<file path="config.mk">
export PLATFORM = sky130hd
export DESIGN_NAME = tpu_seq_ctrl_flat
export DESIGN_NICKNAME = d
export VERILOG_FILES = /design/src/rtl/tpu_seq_ctrl_if.sv /design/src/rtl/tpu_seq_ctrl.sv /design/src/flat_wrapper.sv
export SDC_FILE = /design/constraint.sdc
export NUM_CORES = 1
export LEC_CHECK = 0
export ABC_CLOCK_PERIOD_IN_PS = 6540
export BUFFER_PORTS_ARGS = -buffer_cell sky130_fd_sc_hd__clkbuf_2
export CORE_MARGIN = 5
export CORE_UTILIZATION = 45
export CTS_CLUSTER_SIZE = 40
export DETAILED_ROUTE_END_ITERATION = 12
export PLACE_DENSITY = 0.67
export SKIP_CTS_REPAIR_TIMING = 1
export SLEW_MARGIN = 20
export SYNTH_ARGS = -nofsm -noshare
export SYNTH_HDL_FRONTEND = slang
export SYNTH_SLANG_ARGS = --single-unit
</file>
<file path="constraint.sdc">
create_clock -name clk -period 6.54 [get_ports clk]
set_input_delay 1.308 -clock clk [delete_from_list [all_inputs] [get_ports clk]]
set_output_delay 1.308 -clock clk [all_outputs]
set_load 0.1 [all_outputs]
</file>
<file path="src/rtl/tpu_seq_ctrl_if.sv">
// Host/FIFO/SRAM side signal bundle for the tile-multiply sequencer.
// Latency: n/a (wires only).
// Backpressure: none; the FIFO empty flag is only consulted when a start is sampled.
interface tpu_seq_ctrl_if #(
    parameter int ADDRESSSIZE = 10
);
    logic                   start;
    logic                   abort;
    logic [ADDRESSSIZE-1:0] act_base;
    logic [ADDRESSSIZE-1:0] res_base;
    logic                   fifo_empty;
    logic                   fifo_read_enable;
    logic                   we_rl;
    logic                   valid_address;
    logic [ADDRESSSIZE-1:0] act_addr;
    logic                   res_we;
    logic [ADDRESSSIZE-1:0] res_addr;
    logic                   busy;
    logic                   end_;
    logic                   err_empty;

    modport slave (
        input  start, abort, act_base, res_base, fifo_empty,
        output fifo_read_enable, we_rl, valid_address, act_addr,
               res_we, res_addr, busy, end_, err_empty
    );

    modport master (
        output start, abort, act_base, res_base, fifo_empty,
        input  fifo_read_enable, we_rl, valid_address, act_addr,
               res_we, res_addr, busy, end_, err_empty
    );
endinterface

</file>
<file path="src/rtl/tpu_seq_ctrl.sv">
// Sequences one tile multiply: weight pop, weight latch, activation feed, drain, result write.
// Latency: end_ pulses in the cycle after edge 3+2*MATRIX_SIZE+DRAIN_LAT, counting the start edge as 0.
// Backpressure: none; start is taken only in IDLE, abort cancels any operation at once.
module tpu_seq_ctrl #(
    parameter int ADDRESSSIZE = 10,
    parameter int MATRIX_SIZE = 32,
    parameter int DRAIN_LAT   = 64
) (
    input  logic           clk,
    input  logic           rstn,
    tpu_seq_ctrl_if.slave  bus
);
    localparam int MAXC = (MATRIX_SIZE > DRAIN_LAT) ? MATRIX_SIZE : DRAIN_LAT;
    localparam int CW   = (MAXC > 1) ? $clog2(MAXC) : 1;

    typedef enum logic [2:0] {
        IDLE, WLOAD, WLATCH, FEED, DRAIN, WRITE, DONE
    } state_t;

    state_t                 state_q, state_d;
    logic [CW-1:0]          cnt_q, cnt_d;
    logic [ADDRESSSIZE-1:0] act_base_q, act_base_d;
    logic [ADDRESSSIZE-1:0] res_base_q, res_base_d;
    logic [ADDRESSSIZE-1:0] act_addr_q, act_addr_d;
    logic [ADDRESSSIZE-1:0] res_addr_q, res_addr_d;
    logic                   end_q, end_d;
    logic                   err_q, err_d;

    always_comb begin
        state_d    = state_q;
        act_base_d = act_base_q;
        res_base_d = res_base_q;
        end_d      = 1'b0;
        err_d      = 1'b0;
        case (state_q)
            IDLE: begin
                if (bus.start && !bus.abort) begin
                    if (bus.fifo_empty) begin
                        err_d = 1'b1;
                    end else begin
                        state_d    = WLOAD;
                        act_base_d = bus.act_base;
                        res_base_d = bus.res_base;
                    end
                end
            end
            WLOAD:   state_d = WLATCH;
            WLATCH:  state_d = FEED;
            FEED:    if (cnt_q == CW'(MATRIX_SIZE - 1)) state_d = DRAIN;
            DRAIN:   if (cnt_q == CW'(DRAIN_LAT - 1))   state_d = WRITE;
            WRITE:   if (cnt_q == CW'(MATRIX_SIZE - 1)) state_d = DONE;
            DONE: begin
                state_d = IDLE;
                end_d   = 1'b1;
            end
            default: state_d = IDLE;
        endcase

        // Abort outranks every exit, including DONE, and suppresses the completion pulse.
        if (bus.abort && (state_q != IDLE)) begin
            state_d = IDLE;
            end_d   = 1'b0;
        end

        if ((state_d == state_q) && (state_q inside {FEED, DRAIN, WRITE})) begin
            cnt_d = cnt_q + CW'(1);
        end else begin
            cnt_d = '0;
        end

        // Addresses track the next cycle's counter so they line up with the decoded strobes.
        act_addr_d = act_addr_q;
        if (state_d == FEED) begin
            act_addr_d = act_base_q + ADDRESSSIZE'(cnt_d);
        end
        res_addr_d = res_addr_q;
        if (state_d == WRITE) begin
            res_addr_d = res_base_q + ADDRESSSIZE'(cnt_d);
        end
    end

    always_ff @(posedge clk or negedge rstn) begin
        if (!rstn) begin
            state_q    <= IDLE;
            cnt_q      <= '0;
            act_base_q <= '0;
            res_base_q <= '0;
            act_addr_q <= '0;
            res_addr_q <= '0;
            end_q      <= 1'b0;
            err_q      <= 1'b0;
        end else begin
            state_q    <= state_d;
            cnt_q      <= cnt_d;
            act_base_q <= act_base_d;
            res_base_q <= res_base_d;
            act_addr_q <= act_addr_d;
            res_addr_q <= res_addr_d;
            end_q      <= end_d;
            err_q      <= err_d;
        end
    end

    assign bus.fifo_read_enable = (state_q == WLOAD);
    assign bus.we_rl            = (state_q == WLATCH);
    assign bus.valid_address    = (state_q == FEED);
    assign bus.res_we           = (state_q == WRITE);
    assign bus.busy             = (state_q != IDLE);
    assign bus.act_addr         = act_addr_q;
    assign bus.res_addr         = res_addr_q;
    assign bus.end_             = end_q;
    assign bus.err_empty        = err_q;
endmodule

</file>
<file path="src/flat_wrapper.sv">
// flat-port wrapper written by rule: the top's interface ports become plain ports
module tpu_seq_ctrl_flat 
#(
    parameter int ADDRESSSIZE = 10,
    parameter int MATRIX_SIZE = 32,
    parameter int DRAIN_LAT   = 64
)
  (clk, rstn, bus_start, bus_abort, bus_act_base, bus_res_base, bus_fifo_empty, bus_fifo_read_enable, bus_we_rl, bus_valid_address, bus_act_addr, bus_res_we, bus_res_addr, bus_busy, bus_end_, bus_err_empty);
  tpu_seq_ctrl_if #(.ADDRESSSIZE(ADDRESSSIZE)) bus_i ();
  input  logic clk;
  input  logic rstn;
  input wire logic [$bits(bus_i.start)-1:0] bus_start;
  input wire logic [$bits(bus_i.abort)-1:0] bus_abort;
  input wire logic [$bits(bus_i.act_base)-1:0] bus_act_base;
  input wire logic [$bits(bus_i.res_base)-1:0] bus_res_base;
  input wire logic [$bits(bus_i.fifo_empty)-1:0] bus_fifo_empty;
  output wire logic [$bits(bus_i.fifo_read_enable)-1:0] bus_fifo_read_enable;
  output wire logic [$bits(bus_i.we_rl)-1:0] bus_we_rl;
  output wire logic [$bits(bus_i.valid_address)-1:0] bus_valid_address;
  output wire logic [$bits(bus_i.act_addr)-1:0] bus_act_addr;
  output wire logic [$bits(bus_i.res_we)-1:0] bus_res_we;
  output wire logic [$bits(bus_i.res_addr)-1:0] bus_res_addr;
  output wire logic [$bits(bus_i.busy)-1:0] bus_busy;
  output wire logic [$bits(bus_i.end_)-1:0] bus_end_;
  output wire logic [$bits(bus_i.err_empty)-1:0] bus_err_empty;
  assign bus_i.start = bus_start;
  assign bus_i.abort = bus_abort;
  assign bus_i.act_base = bus_act_base;
  assign bus_i.res_base = bus_res_base;
  assign bus_i.fifo_empty = bus_fifo_empty;
  assign bus_fifo_read_enable = bus_i.fifo_read_enable;
  assign bus_we_rl = bus_i.we_rl;
  assign bus_valid_address = bus_i.valid_address;
  assign bus_act_addr = bus_i.act_addr;
  assign bus_res_we = bus_i.res_we;
  assign bus_res_addr = bus_i.res_addr;
  assign bus_busy = bus_i.busy;
  assign bus_end_ = bus_i.end_;
  assign bus_err_empty = bus_i.err_empty;
  tpu_seq_ctrl #(.ADDRESSSIZE(ADDRESSSIZE), .MATRIX_SIZE(MATRIX_SIZE), .DRAIN_LAT(DRAIN_LAT)) u_core (.clk(clk), .rstn(rstn), .bus(bus_i));
endmodule
</file>
==> out/results.ini <==
[pwr]
swShare_pct=46.1
p_leak_nw=1.47
ir_worst_vdd_mv=0.230
clkPwrFrac_pct=16.3
combPwrFrac_pct=42.0
intPower_mw=0.553
p_switching_mw=0.473
powerDensity_nw_per_um2=343
p_seq_share_pct=41.6

[worst_setup_path]
cpMostUsedCell=nor2_1
startpoint_type=input port
crit_path_max_fanout=22
setup.worst_path.class=in2reg
end_kind=flip-flop
critPathTopFamily=compound AO/OA/AOI/OAI gates
required_ns=6.71
cpPeakStageDelay_ns=0.61
crit_arrival_ns=4.53
crit_path_top_delay_cell=nand4b_2
path_buf_inv=1
crit_path_cell_trace=clkbuf_2 -> nor2_1 -> nand4b_2 -> a21oi_1 -> a2111o_1 -> nor2_1 -> ha_1 -> fa_1 -> a21o_1 -> o21ba_2 -> o311ai_1 -> xor2_1 -> o21ai_1

[status]
status=finished, final reports clean

[die]
core_area_sq_um=5570
dieArea_sq_um=7400
fp.dieW_microns=86.0
rows=27
initial_utilization_pct=46.7
fp.dieH_microns=86.0
ios=52

[timing]
slew_headroom_pct=51.6
min_period_ns=4.36
fin_setup_tns_ns=0
finalHoldViolCount=0
setup_violations=0
clock_skew_ns=0.00595
min_period_over_period_pct=66.6
fmax_ghz=0.229
report.final.slew_viol_count=0
worstMarginPinSlew_ns=0.723
whs_ns=0.487
rsz0062_at_grt=false

[routing]
routedWlPerCell_microns=14.2
totalWireLength_microns=5130
detail_route.iter0.violations=58
route.detailed.drc=0
ant_nets=0
num_vias=1885
vias_per_cell=5.21
firstDrtPassIters=4

[synthesis]
postSynthAreaPerCell_sq_um=10.9
synth.ff_latch_count=51
synth-async-reset-ratio_pct=100
synth.cell_area_sq_um=2600
synth-edff-count=0
synth_cells=239
synth_warnings=0
synth_ff_type=dfrtp_1
seq_area_frac_synth_pct=49.1
ys_types=38
synth_nets=279

[finish]
nNetsFinal=331
instances_no_fill=362
area_growth_pct=15.0
diodes=0
drive_above_1_share_pct=27.9
fillers=507

[clocking]
cts_sinks=51
htree_levels=2
path_clk_slew_ns=0.09
clock_latency_ns=0.30
numCtsBuffers=5
clockBufferDepth=2
ctsRootBufferMaster=clkbuf_8
cts_tree=built

[placement]
io_buffers=51
place.detailed.hpwl_microns=3860
dp_cells=356
place_congestion=0.820

[job]
drv_cap=0

[global_routing]
antenna_found_initial=0
overflow=0
track_usage_pct=15.4
grt_max_degree=52
grt_pass1_vias=1919
grt_pass1_wl_microns=9080

[min_path]
min_path_type=reg2reg

-- path summary, 6_finish.rpt --
| path | cells after the start | startpoint | end | slack, ns |
|---|---|---|---|---|
| setup / recovery | 13 | bus_abort | u_core.bus.res_addr[8]$_DFFE_PN0N_ | 2.18 |
| hold / removal | 2 | u_core.bus.act_addr[1]$_DFFE_PN0N_ | u_core.bus.act_addr[1]$_DFFE_PN0N_ | 0.49 |
| setup reg to reg | 12 | u_core.state_q[0]$_DFF_PN0_ | u_core.bus.res_addr[8]$_DFFE_PN0N_ | 2.83 |
| hold reg to reg | 2 | u_core.bus.act_addr[1]$_DFFE_PN0N_ | u_core.bus.act_addr[1]$_DFFE_PN0N_ | 0.49 |
| max in group asynchronous | 2 | rstn | u_core.act_base_q[8]$_DFFE_PN0P_ | 5.00 |
| min in group asynchronous | 2 | rstn | u_core.bus.res_addr[5]$_DFFE_PN0N_ | 1.11 |
-- worst min-delay path: cells and delay by family (launching register included) --
kind | cells | cell delay (ns)
simple gates | 1 | 0.05
compound gates | 1 | 0.06
flops | 1 | 0.35
-- stage by stage --
stage          setup WS [ns]  utilization [%]  area (sq um)  total power [mW]
2_1_floorplan           2.64                -          2600             0.785
3_3_place_gp            1.94             52.4          2920             0.864
3_5_place_dp            1.86             52.4          2920             0.871
4_1_cts                 2.17             53.7          2990              1.04
5_1_grt                 1.91             53.7          2990              1.09
6_report                2.18             53.7          2990              1.03
-- kinds of logic (layout without fill, tap and decap cells) --
family | after synthesis | after routing | share of synthesized area, %
and+or+nand+nor | 68 | 68 | 12.6
DFF | 51 | 51 | 49.1
AOI/OAI and AO/OA | 50 | 50 | 11.7
muxes | 25 | 25 | 10.7
xor gates and xnor gates | 18 | 18 | 6.06
adders and majority gates | 15 | 15 | 7.79
buffers and inverters | 12 | 63 | 2.07
-- power by group through the flow --
stage	clock [mW]	sequential (mW)	combinational, mW
2_1_floorplan	0	0.647	0.138
3_3_place_gp	0	0.432	0.432
3_5_place_dp	0	0.435	0.436
4_1_cts	0.174	0.429	0.437
5_1_grt	0.188	0.439	0.459
6_report	0.168	0.427	0.431
-- area by class of cell --
class	count	area [sq um]	area share (%)
Clock buffer	6	72.6	2.43
Sequential cell	51	1280	42.7
Tap cell	72	90.1	3.01
Inverter	5	18.8	0.627
Timing Repair Buffer	52	263	8.78
Multi-Input combinational cell	176	1270	42.5
-- cell usage after synthesis (all sizes together), types with 4 or more instances --
library cell  instances  area, sq um
a211oi                4         30.0
a21oi                 8         40.0
buf                   7         35.0
dfrtp                51         1280
ha                   13          163
inv                   5         18.8
mux2                 23          259
nand2                23         86.3
nand3                 5         25.0
nor2                 17         63.8
nor3                  5         25.0
o21ai                24          120
xnor2                 6         52.6
xor2                 12          105
-- cell usage in the layout (no fill, tap or decap), drive strengths merged, types with 3 or more instances in the layout --
cell / netlist / final
clkbuf: 0 / 57
dfrtp: 51 / 51
o21ai: 24 / 24
nand2: 23 / 23
mux2: 23 / 23
nor2: 17 / 17
ha: 13 / 13
xor2: 12 / 12
a21oi: 8 / 8
xnor2: 6 / 6
nand3: 5 / 5
nor3: 5 / 5
inv: 5 / 5
a211oi: 4 / 4
and3: 3 / 3
or3: 3 / 3
a21o: 3 / 3
o31ai: 3 / 3
-- registers in the layout, summed over array words and instances (netlist names) --
| name | flops |
|---|---|
| u_core.act_base_q | 10 |
| u_core.bus.act_addr | 10 |
| u_core.bus.res_addr | 10 |
| u_core.res_base_q | 10 |
| u_core.cnt_q | 6 |
| u_core.state_q | 3 |
| u_core.bus.end_ | 1 |
| u_core.bus.err_empty | 1 |
-- metal layers --
layer	GRT usage, %	wire [microns]	vias up
li1	-	-	939
met1	20.3	2390	902
met2	25.1	2460	40
met3	4.13	228	4
met4	3.88	53	0
met5	0	0	-
Power figures use the tool's default switching activity.
